<file path="config.mk">
export PLATFORM = sky130hd
export DESIGN_NAME = zeroheti_irq_taker
export DESIGN_NICKNAME = d
export VERILOG_FILES = /design/src/rtl/zeroheti_pkg.sv /design/src/rtl/zeroheti_level_stack.sv /design/src/rtl/zeroheti_irq_taker.sv
export SDC_FILE = /design/constraint.sdc
export NUM_CORES = 1
export LEC_CHECK = 0
export BUFFER_PORTS_ARGS = -buffer_cell sky130_fd_sc_hd__buf_2
export CAP_MARGIN = 10
export CORE_MARGIN = 2
export CORE_UTILIZATION = 36
export CTS_BUF_LIST = sky130_fd_sc_hd__clkbuf_4 sky130_fd_sc_hd__clkbuf_8
export DETAILED_ROUTE_END_ITERATION = 8
export PLACE_DENSITY_LB_ADDON = 0.25
export SYNTH_ARGS = -nofsm -noshare
export SYNTH_HDL_FRONTEND = slang
export SYNTH_SLANG_ARGS = --single-unit
</file>
<file path="constraint.sdc">
create_clock -name clk_i -period 3.59 [get_ports clk_i]
set_input_delay 0.359 -clock clk_i [delete_from_list [all_inputs] [get_ports clk_i]]
set_output_delay 0.359 -clock clk_i [all_outputs]
set_load 0.02 [all_outputs]
</file>
<file path="src/rtl/zeroheti_pkg.sv">
// Shared types for the zeroheti interrupt taker.
// Macro ZEROHETI_SHV_EN adds the vector-table fetch states.
package zeroheti_pkg;

  typedef enum logic [2:0] {
    ST_IDLE  = 3'd0,
    ST_REQ   = 3'd1,
    ST_DONE  = 3'd2
`ifdef ZEROHETI_SHV_EN
    ,
    ST_FETCH = 3'd3,
    ST_WAIT  = 3'd4
`endif
  } irq_taker_state_e;

  typedef struct packed {
    logic [15:0] num_irqs;
    logic [7:0]  num_prio;
    logic [7:0]  nest_depth;
  } core_cfg_t;

  // Byte offset of a 32-bit table/jump entry.
  function automatic logic [31:0] word_offset(input logic [31:0] idx);
    return {idx[29:0], 2'b00};
  endfunction

endpackage

</file>
<file path="src/rtl/zeroheti_level_stack.sv">
// LIFO of previous interrupt levels; a simultaneous push and pop cancel out.
module zeroheti_level_stack #(
  parameter int unsigned Depth = 4,
  parameter int unsigned Width = 3
) (
  input  logic             clk_i,
  input  logic             rst_i,
  input  logic             push_i,
  input  logic             pop_i,
  input  logic [Width-1:0] data_i,
  output logic [Width-1:0] top_o,
  output logic             full_o,
  output logic             empty_o
);
  localparam int unsigned CntW = $clog2(Depth + 1);
  localparam int unsigned IdxW = $clog2(Depth);

  logic [Width-1:0] mem_q [Depth];
  logic [Width-1:0] mem_d [Depth];
  logic [CntW-1:0]  cnt_q, cnt_d;
  logic [IdxW-1:0]  wr_idx_s, rd_idx_s;

  assign full_o   = (cnt_q == CntW'(Depth));
  assign empty_o  = (cnt_q == '0);
  assign wr_idx_s = IdxW'(cnt_q);
  assign rd_idx_s = IdxW'(cnt_q - CntW'(1));
  assign top_o    = empty_o ? '0 : mem_q[rd_idx_s];

  // Next-state: push/pop with overflow and underflow ignored.
  always_comb begin
    mem_d = mem_q;
    cnt_d = cnt_q;
    if (push_i && pop_i) begin
      cnt_d = cnt_q;
    end else if (push_i && !full_o) begin
      mem_d[wr_idx_s] = data_i;
      cnt_d = cnt_q + CntW'(1);
    end else if (pop_i && !empty_o) begin
      cnt_d = cnt_q - CntW'(1);
    end else begin
      cnt_d = cnt_q;
    end
  end

  // Storage and occupancy registers.
  always_ff @(posedge clk_i or posedge rst_i) begin
    if (rst_i) begin
      cnt_q <= '0;
      for (int i = 0; i < int'(Depth); i++) mem_q[i] <= '0;
    end else begin
      cnt_q <= cnt_d;
      mem_q <= mem_d;
    end
  end

endmodule

</file>
<file path="src/rtl/zeroheti_irq_taker.sv">
// Core-side interrupt responder: arbitration, trap request, handler address, nesting levels.
// ZEROHETI_SHV_EN enables selective hardware vectoring through the vt_* table port.
module zeroheti_irq_taker
  import zeroheti_pkg::*;
#(
  parameter  int unsigned NumIrqs   = 64,
  parameter  int unsigned NumPrio   = 8,
  parameter  int unsigned NestDepth = 4,
  localparam int unsigned IrqWidth  = $clog2(NumIrqs),
  localparam int unsigned PrioWidth = $clog2(NumPrio)
) (
  input  logic                 clk_i,
  input  logic                 rst_i,
  input  logic                 irq_valid_i,
  input  logic [IrqWidth-1:0]  irq_id_i,
  input  logic [PrioWidth-1:0] irq_level_i,
  input  logic [1:0]           irq_priv_i,
  input  logic                 irq_shv_i,
  input  logic                 irq_nest_i,
  output logic                 irq_ack_o,
  output logic [IrqWidth-1:0]  irq_id_o,
  input  logic                 mie_i,
  input  logic [PrioWidth-1:0] thresh_i,
  input  logic [31:0]          mtvec_i,
  input  logic [31:0]          mtvt_i,
  output logic                 trap_req_o,
  input  logic                 trap_ack_i,
  output logic [31:0]          trap_pc_o,
  output logic                 trap_valid_o,
  output logic [IrqWidth-1:0]  trap_cause_o,
  output logic [1:0]           trap_priv_o,
  input  logic                 mret_i,
  output logic [PrioWidth-1:0] level_o,
  output logic                 vt_req_o,
  output logic [31:0]          vt_addr_o,
  input  logic                 vt_gnt_i,
  input  logic                 vt_rvalid_i,
  input  logic                 vt_err_i,
  input  logic [31:0]          vt_rdata_i,
  output logic                 vt_err_o
);

  irq_taker_state_e     state_q, state_d;
  logic [IrqWidth-1:0]  id_q, id_d;
  logic [PrioWidth-1:0] lvl_q, lvl_d;
  logic [PrioWidth-1:0] level_q, level_d;
  logic [1:0]           priv_q, priv_d;
  logic [31:0]          pc_q, pc_d;
  logic [PrioWidth-1:0] eff_thr_s, stk_top_s;
  logic                 take_s, push_s, pop_s, stk_full_s, stk_empty_s;
`ifdef ZEROHETI_SHV_EN
  logic                 shv_q, shv_d;
  logic                 err_q, err_d;
`else
  logic                 unused_shv_s;
`endif

  zeroheti_level_stack #(
    .Depth (NestDepth),
    .Width (PrioWidth)
  ) u_level_stack (
    .clk_i   (clk_i),
    .rst_i   (rst_i),
    .push_i  (push_s),
    .pop_i   (pop_s),
    .data_i  (level_q),
    .top_o   (stk_top_s),
    .full_o  (stk_full_s),
    .empty_o (stk_empty_s)
  );

  // Must beat both the running level and the threshold; never evaluated alongside mret.
  assign eff_thr_s = (level_q > thresh_i) ? level_q : thresh_i;
  assign take_s    = irq_valid_i & mie_i & (irq_level_i > eff_thr_s)
                   & (stk_empty_s | irq_nest_i) & ~stk_full_s & ~mret_i;

  // Handshake FSM, handler address resolution and level bookkeeping.
  always_comb begin
    state_d = state_q;
    id_d    = id_q;
    lvl_d   = lvl_q;
    priv_d  = priv_q;
    pc_d    = pc_q;
    level_d = level_q;
    push_s  = 1'b0;
    pop_s   = 1'b0;
`ifdef ZEROHETI_SHV_EN
    shv_d   = shv_q;
    err_d   = 1'b0;
`endif
    case (state_q)
      ST_IDLE: begin
        if (take_s) begin
          state_d = ST_REQ;
          id_d    = irq_id_i;
          lvl_d   = irq_level_i;
          priv_d  = irq_priv_i;
`ifdef ZEROHETI_SHV_EN
          shv_d   = irq_shv_i;
`endif
        end else begin
          state_d = ST_IDLE;
        end
      end
      ST_REQ: begin
        if (trap_ack_i) begin
`ifdef ZEROHETI_SHV_EN
          if (shv_q) begin
            state_d = ST_FETCH;
          end else begin
            state_d = ST_DONE;
            pc_d    = mtvec_i;
          end
`else
          state_d = ST_DONE;
          pc_d    = mtvec_i + word_offset(32'(id_q));
`endif
        end else begin
          state_d = ST_REQ;
        end
      end
`ifdef ZEROHETI_SHV_EN
      ST_FETCH: begin
        if (vt_gnt_i) state_d = ST_WAIT;
        else          state_d = ST_FETCH;
      end
      ST_WAIT: begin
        if (vt_rvalid_i) begin
          state_d = ST_DONE;
          if (vt_err_i) begin
            pc_d  = mtvec_i;
            err_d = 1'b1;
          end else begin
            pc_d  = vt_rdata_i & ~32'd1;
          end
        end else begin
          state_d = ST_WAIT;
        end
      end
`endif
      ST_DONE: begin
        state_d = ST_IDLE;
        push_s  = 1'b1;
        level_d = lvl_q;
      end
      default: begin
        state_d = ST_IDLE;
      end
    endcase
    // mret in the DONE cycle undoes the push, leaving the level where it was.
    if (mret_i) begin
      pop_s = 1'b1;
      if (state_q == ST_DONE) level_d = level_q;
      else if (stk_empty_s)   level_d = '0;
      else                    level_d = stk_top_s;
    end else begin
      pop_s = 1'b0;
    end
  end

  // State and latched request registers.
  always_ff @(posedge clk_i or posedge rst_i) begin
    if (rst_i) begin
      state_q <= ST_IDLE;
      id_q    <= '0;
      lvl_q   <= '0;
      priv_q  <= 2'b00;
      pc_q    <= 32'd0;
      level_q <= '0;
`ifdef ZEROHETI_SHV_EN
      shv_q   <= 1'b0;
      err_q   <= 1'b0;
`endif
    end else begin
      state_q <= state_d;
      id_q    <= id_d;
      lvl_q   <= lvl_d;
      priv_q  <= priv_d;
      pc_q    <= pc_d;
      level_q <= level_d;
`ifdef ZEROHETI_SHV_EN
      shv_q   <= shv_d;
      err_q   <= err_d;
`endif
    end
  end

  assign trap_req_o   = (state_q == ST_REQ);
  assign trap_valid_o = (state_q == ST_DONE);
  assign irq_ack_o    = (state_q == ST_DONE);
  assign irq_id_o     = id_q;
  assign trap_cause_o = id_q;
  assign trap_priv_o  = priv_q;
  assign trap_pc_o    = pc_q;
  assign level_o      = level_q;

`ifdef ZEROHETI_SHV_EN
  assign vt_req_o  = (state_q == ST_FETCH);
  assign vt_addr_o = (state_q == ST_FETCH) ? (mtvt_i + word_offset(32'(id_q))) : 32'd0;
  assign vt_err_o  = err_q;
`else
  assign vt_req_o     = 1'b0;
  assign vt_addr_o    = 32'd0;
  assign vt_err_o     = 1'b0;
  assign unused_shv_s = ^{irq_shv_i, mtvt_i, vt_gnt_i, vt_rvalid_i, vt_err_i, vt_rdata_i};
`endif

endmodule
</file>
* After elaboration in Yosys (flattened, before gate mapping)
Index checks and enable logic that the tools add are counted.
W data, S select, Z words.
** Storage, ports and cells
- Bits in registers :: 64
- Input port bits :: 121
- Logic and storage cells :: 67
** Cells by class
- $add $sub $neg :: 3
- Magnitude comparators :: 5
- Equality and inequality tests :: 4
- Multiplexer cells :: 18
- Bitwise gates (word level) :: 11
- Reduce and logical (&&, ||, !) cells :: 15
** Operators by type and width (count)
- $add A32 B8 Y32 :: 1
- $mux W3 :: 10
- $bwmux W12 :: 1
- $reduce_and A2 Y1 :: 5
- $bmux W3 S2 :: 1
- $demux W3 S2 :: 1
- $ge A3 B3 Y1 const B :: 2
- $gt A3 B3 Y1 :: 2
- $logic_not A3 Y1 :: 2
- $not A2 Y3 :: 2
- $pmux W3 S2 :: 1
- $and A1 B1 Y1 :: 5
- $logic_and A1 B1 Y1 :: 4
- $reduce_bool A2 Y1 :: 2
- $add A3 B1 Y3 const B :: 1
- $eq A3 B1 Y1 const B :: 1
- $eq A3 B2 Y1 const B :: 1
- $eq A3 B3 Y1 const B :: 1
- $lt A3 B1 Y1 const B :: 1
- $mux W1 :: 3
- $not A1 Y1 :: 3
- $sub A3 B1 Y3 const B :: 1
- $logic_not A1 Y1 :: 2
- $mux W2 :: 1
- other kinds (2) :: 2

* Logic depth before layout (Yosys ltp)
- Word-level depth :: 9
- Depth in mapped cells :: 14
- Mapped depth without buffers :: 13

* By module
Synthesis repeated with hierarchy kept, for this count alone.
** Second synthesis, totals
- Cells, all modules :: 382
- Area, all modules :: 3950.0 µm²
** Modules (own cells, without submodules)
- zeroheti_irq_taker :: instances 1, cells an instance 308, area an instance 3015.4 µm², seq. area each 1201.2 µm²
- zeroheti_level_stack :: instances 1, cells an instance 74, area an instance 934.6 µm², seq. area each 375.4 µm²

* Worst setup path after synthesis
No wires, ideal clock.
- Kind :: register -> register
- From :: register level_q[1] (netlist: level_o[1])
- To :: register id_q[1] (netlist: irq_id_o[1])
- Data arrival time :: 2912 ps
- Path slack :: 553 ps
- Cell stages (with the launch flop) :: 13
- Period minus slack after synthesis :: 3037 ps
- Cells stage by stage :: dfrtp_1 -> ha_1 -> a21o_1 -> a21oi_1 -> a31oi_1 -> mux2_2 -> ha_1 -> inv_1 -> a21o_1 -> a21oi_1 -> a311oi_1 -> buf_2 -> mux2_2
** Between the ends
- Longest elaborated chain between the ends :: 8
** RTL lines
- start: declaration :: line zeroheti_irq_taker.sv:46 : logic [PrioWidth-1:0] level_q, level_d;
- start signal: assignment :: line zeroheti_irq_taker.sv:180 : level_q <= level_d;
- $gt A3 B3 Y1 :: line zeroheti_irq_taker.sv:73 : assign eff_thr_s = (level_q > thresh_i) ? level_q : thresh_i;
- $mux W3 (*) :: line zeroheti_irq_taker.sv:73
- $gt A3 B3 Y1 (*) :: line zeroheti_irq_taker.sv:74 : assign take_s = irq_valid_i & mie_i & (irq_level_i > eff_thr_s)
- $and A1 B1 Y1 (*) :: line zeroheti_irq_taker.sv:74
- $and A1 B1 Y1 (*) (3 in series) :: line zeroheti_irq_taker.sv:75 : & (stk_empty_s | irq_nest_i) & ~stk_full_s & ~mret_i;
- $reduce_and A2 Y1 (no line) (*)
- end signal: assignment :: line zeroheti_irq_taker.sv:176 : id_q <= id_d;
- end: declaration :: line zeroheti_irq_taker.sv:44 : logic [IrqWidth-1:0] id_q, id_d;
Mark *: on every way between the ends. The rest lies on a longest branch, timed or not.
A chain may end at the register's enable or synchronous reset.

* Final worst setup path
- From :: register level_q[1] (netlist: level_o[1])
- To :: register id_q[5] (netlist: irq_id_o[5])
The elaborated chain is that of the path after synthesis.

==> flow_summary_export.csv <==
group,metric,value,unit
finish,register_area,1580,µm²
timing,tightestPinTransition,964,ps
global_route,grt_usage,0.161,
placed_design,preCtsSetupSlack,609,ps
global_route,grt_pass1_vias,2994,
routing,ant_nets,0,
floorplan,die_area,11500,µm²
job,maxCapViolations,0,
cts,root_buffer,"clkbuf_8",
worst_setup_path,rr_worst_depth,12,
cts,cts.sinks,63,
cts,cts_setup_buffers,0,
cts,cts_resized,0,
timing,rsz0062_at_grt,"no",
logic_synthesis,syn_inst,381,
routing,drtIter0Drc,88,
power_and_ir_drop,finalPower,3.57,mW
worst_setup_path,cp.required,3830,ps
logic_synthesis,syn-mean-instance-area,10.1,µm²
logic_synthesis,ys.flop_type,"dfrtp_1",
power_and_ir_drop,p_leak,2.30,nW
routing,via_per_inst,4.82,
finish,utilization,0.441,
routing,wl,8760,µm
worst_setup_path,crit_type,"register to register",
cts,clk_latency,360,ps
finish,multi_input_area,1970,µm²
finish,diodes,0,
logic_synthesis,ys_types,43,
status,outcome,"finished, final reports clean",
timing,max-slew-margin-rel,0.356,
logic_synthesis,synth-seq-cells,63,
timing,slew_violations,0,
worst_setup_path,end_kind,"register",
routing,vias,3003,
cts,tritoncts,"yes",
logic_synthesis,ys.warnings.count,0,
global_route,grt_pass1_wl,14400,µm
power_and_ir_drop,vdd_drop_max,384,µV
hold_path,hp-class,"input port to register",
timing,period_share,0.847,
logic_synthesis,ys_async_sr_fraction,1.00,
global_route,antenna_found_initial,0,
worst_setup_path,cp-start-kind,"register",
timing,layout_setup_ws,549,ps
timing,fmax,0.329,GHz
floorplan,fp-row-count,37,
logic_synthesis,synth_most_common_cell,"dfrtp_1",
placed_design,gp_congestion,0.787,
timing,skew,10.7,ps
finish,finalNetCount,623,
floorplan,initial_core_util,0.371,
cts,htreeDepth,3,
global_route,grt_max_degree,54,
logic_synthesis,synth_top_area_cell,"dfrtp_1",
worst_setup_path,crit_arrival,3280,ps
finish,drive_gt1_frac,0.331,
logic_synthesis,yosys.area.top_type_share,0.411,
timing,final.min_clock_period,3040,ps
timing,finalSetupViolCount,0,
power_and_ir_drop,pwr_density_cell,785,nW/µm²
cts,cts_hold_buf,0,
routing,first_pass_iters,4,
cts,clk_pin_slew,80,ps
routing,routedWlPerCell,14.1,µm
placed_design,dp_hpwl,6590,µm
cts,clockBufferDepth,2,
floorplan,die_y,107,µm
floorplan,coreArea,10300,µm²
floorplan,ios,207,
worst_setup_path,crit_fanout,12,
logic_synthesis,synth_area_leaders,"dfrtp_1 41%, buf_4 8.0%, mux2_2 7.0%",
logic_synthesis,syn_area,3830,µm²
timing,finalSetupTns,0,ps
logic_synthesis,synth_edf_count,0,
timing,report.final.hold_viol_count,0,
global_route,gr-total-overflow,0,
logic_synthesis,synth_common_cells,"63 x dfrtp_1, 43 x nand2_1, 41 x buf_4",
finish,n_fill_cell,1037,
finish,area_delta_synth_final,18.7,%
floorplan,die_w,107,µm
hold_path,hold_depth,3,
cts,cts_made_buffers,9,
placed_design,io_buffers,104,
routing,drcViolationCount,0,
timing,hold_slack,194,ps
logic_synthesis,yosysSeqAreaShare,0.411,
metal layers:
metal  vias to the layer above  wire length, µm  GRT usage
met4                         0               97     0.0501
met5                         -                0          0
met1                      1439             3820      0.191
met2                        80             4290      0.267
li1                       1473                -          -
met3                        11              552     0.0650
per-stage QoR:
step           instances  cell area [µm²]
2_1_floorplan        414             3960
3_3_place_gp         607             4320
3_5_place_dp         607             4320
4_1_cts              623             4550
5_1_grt              623             4550
6_report             623             4550
layout by cell type, fill, tap and decap left out, types with 4 or more instances in the layout:
cell	n
nor2_1	15
nand2_1	43
buf_2	104
o21ai_0	33
nand3_1	4
o2111ai_1	7
a21o_1	6
o211ai_1	7
ha_1	19
nand4_1	4
nor2b_1	6
or4_1	4
a31oi_1	6
and4_1	4
inv_1	15
clkbuf_8	10
and3_2	4
mux2_2	24
dfrtp_1	63
conb_1	34
xor2_1	20
a21oi_1	14
path summary, 6_finish.rpt:
kind                            slack (ps)    startpoint                      to
max in group asynchronous             2550         rst_i  u_level_stack.mem_q[9]
worst max-delay path                   550    level_o[1]             irq_id_o[5]
worst min register to register         470  trap_pc_o[1]            trap_pc_o[1]
worst min-delay path                   190    mtvec_i[1]            trap_pc_o[1]
min in group asynchronous              220         rst_i            trap_pc_o[1]
worst max register to register         550    level_o[1]             irq_id_o[5]
state kept, by name, indices dropped and copies added (netlist names):
name,flops
trap_pc_o,32
u_level_stack.mem_q,12
irq_id_o,6
level_o,3
lvl_q,3
u_level_stack.cnt_q,3
state_q,2
trap_priv_o,2
report_power, final:
group	switching (mW)	internal (mW)	total [mW]
clock network	0.304	0.413	0.716
registers	0.239	1.03	1.27
logic	0.961	0.628	1.59
total	1.50	2.07	3.57
worst max-delay path: stages (launching register included):
cell      delay, ps
dfrtp_1         490
ha_1            350
a21o_1          110
a21oi_1          80
a31oi_1         250
mux2_2          380
ha_1            180
inv_1            50
a21o_1          100
a21oi_1          70
a311oi_2        250
buf_4           260
mux2_2          360
final cells by class:
type / instances / area share
inverters: 16 / 0.0132
clock buffers: 10 / 0.0302
multi-input cells: 285 / 0.433
well taps: 136 / 0.0374
flip-flops and latches: 63 / 0.346
repair buffers: 107 / 0.119
clock inverters: 6 / 0.0203
cell families after synthesis:
family          count (synthesis)  synth area share
simple gates                   94             0.123
compound gates                 86             0.145
buf+inv                        66             0.109
flops                          63             0.411
mux                            29            0.0933
xor+xnor                       22            0.0502
fa+ha+maj                      20            0.0672
other cells                     1          0.000978
Power figures use the tool's default switching activity.
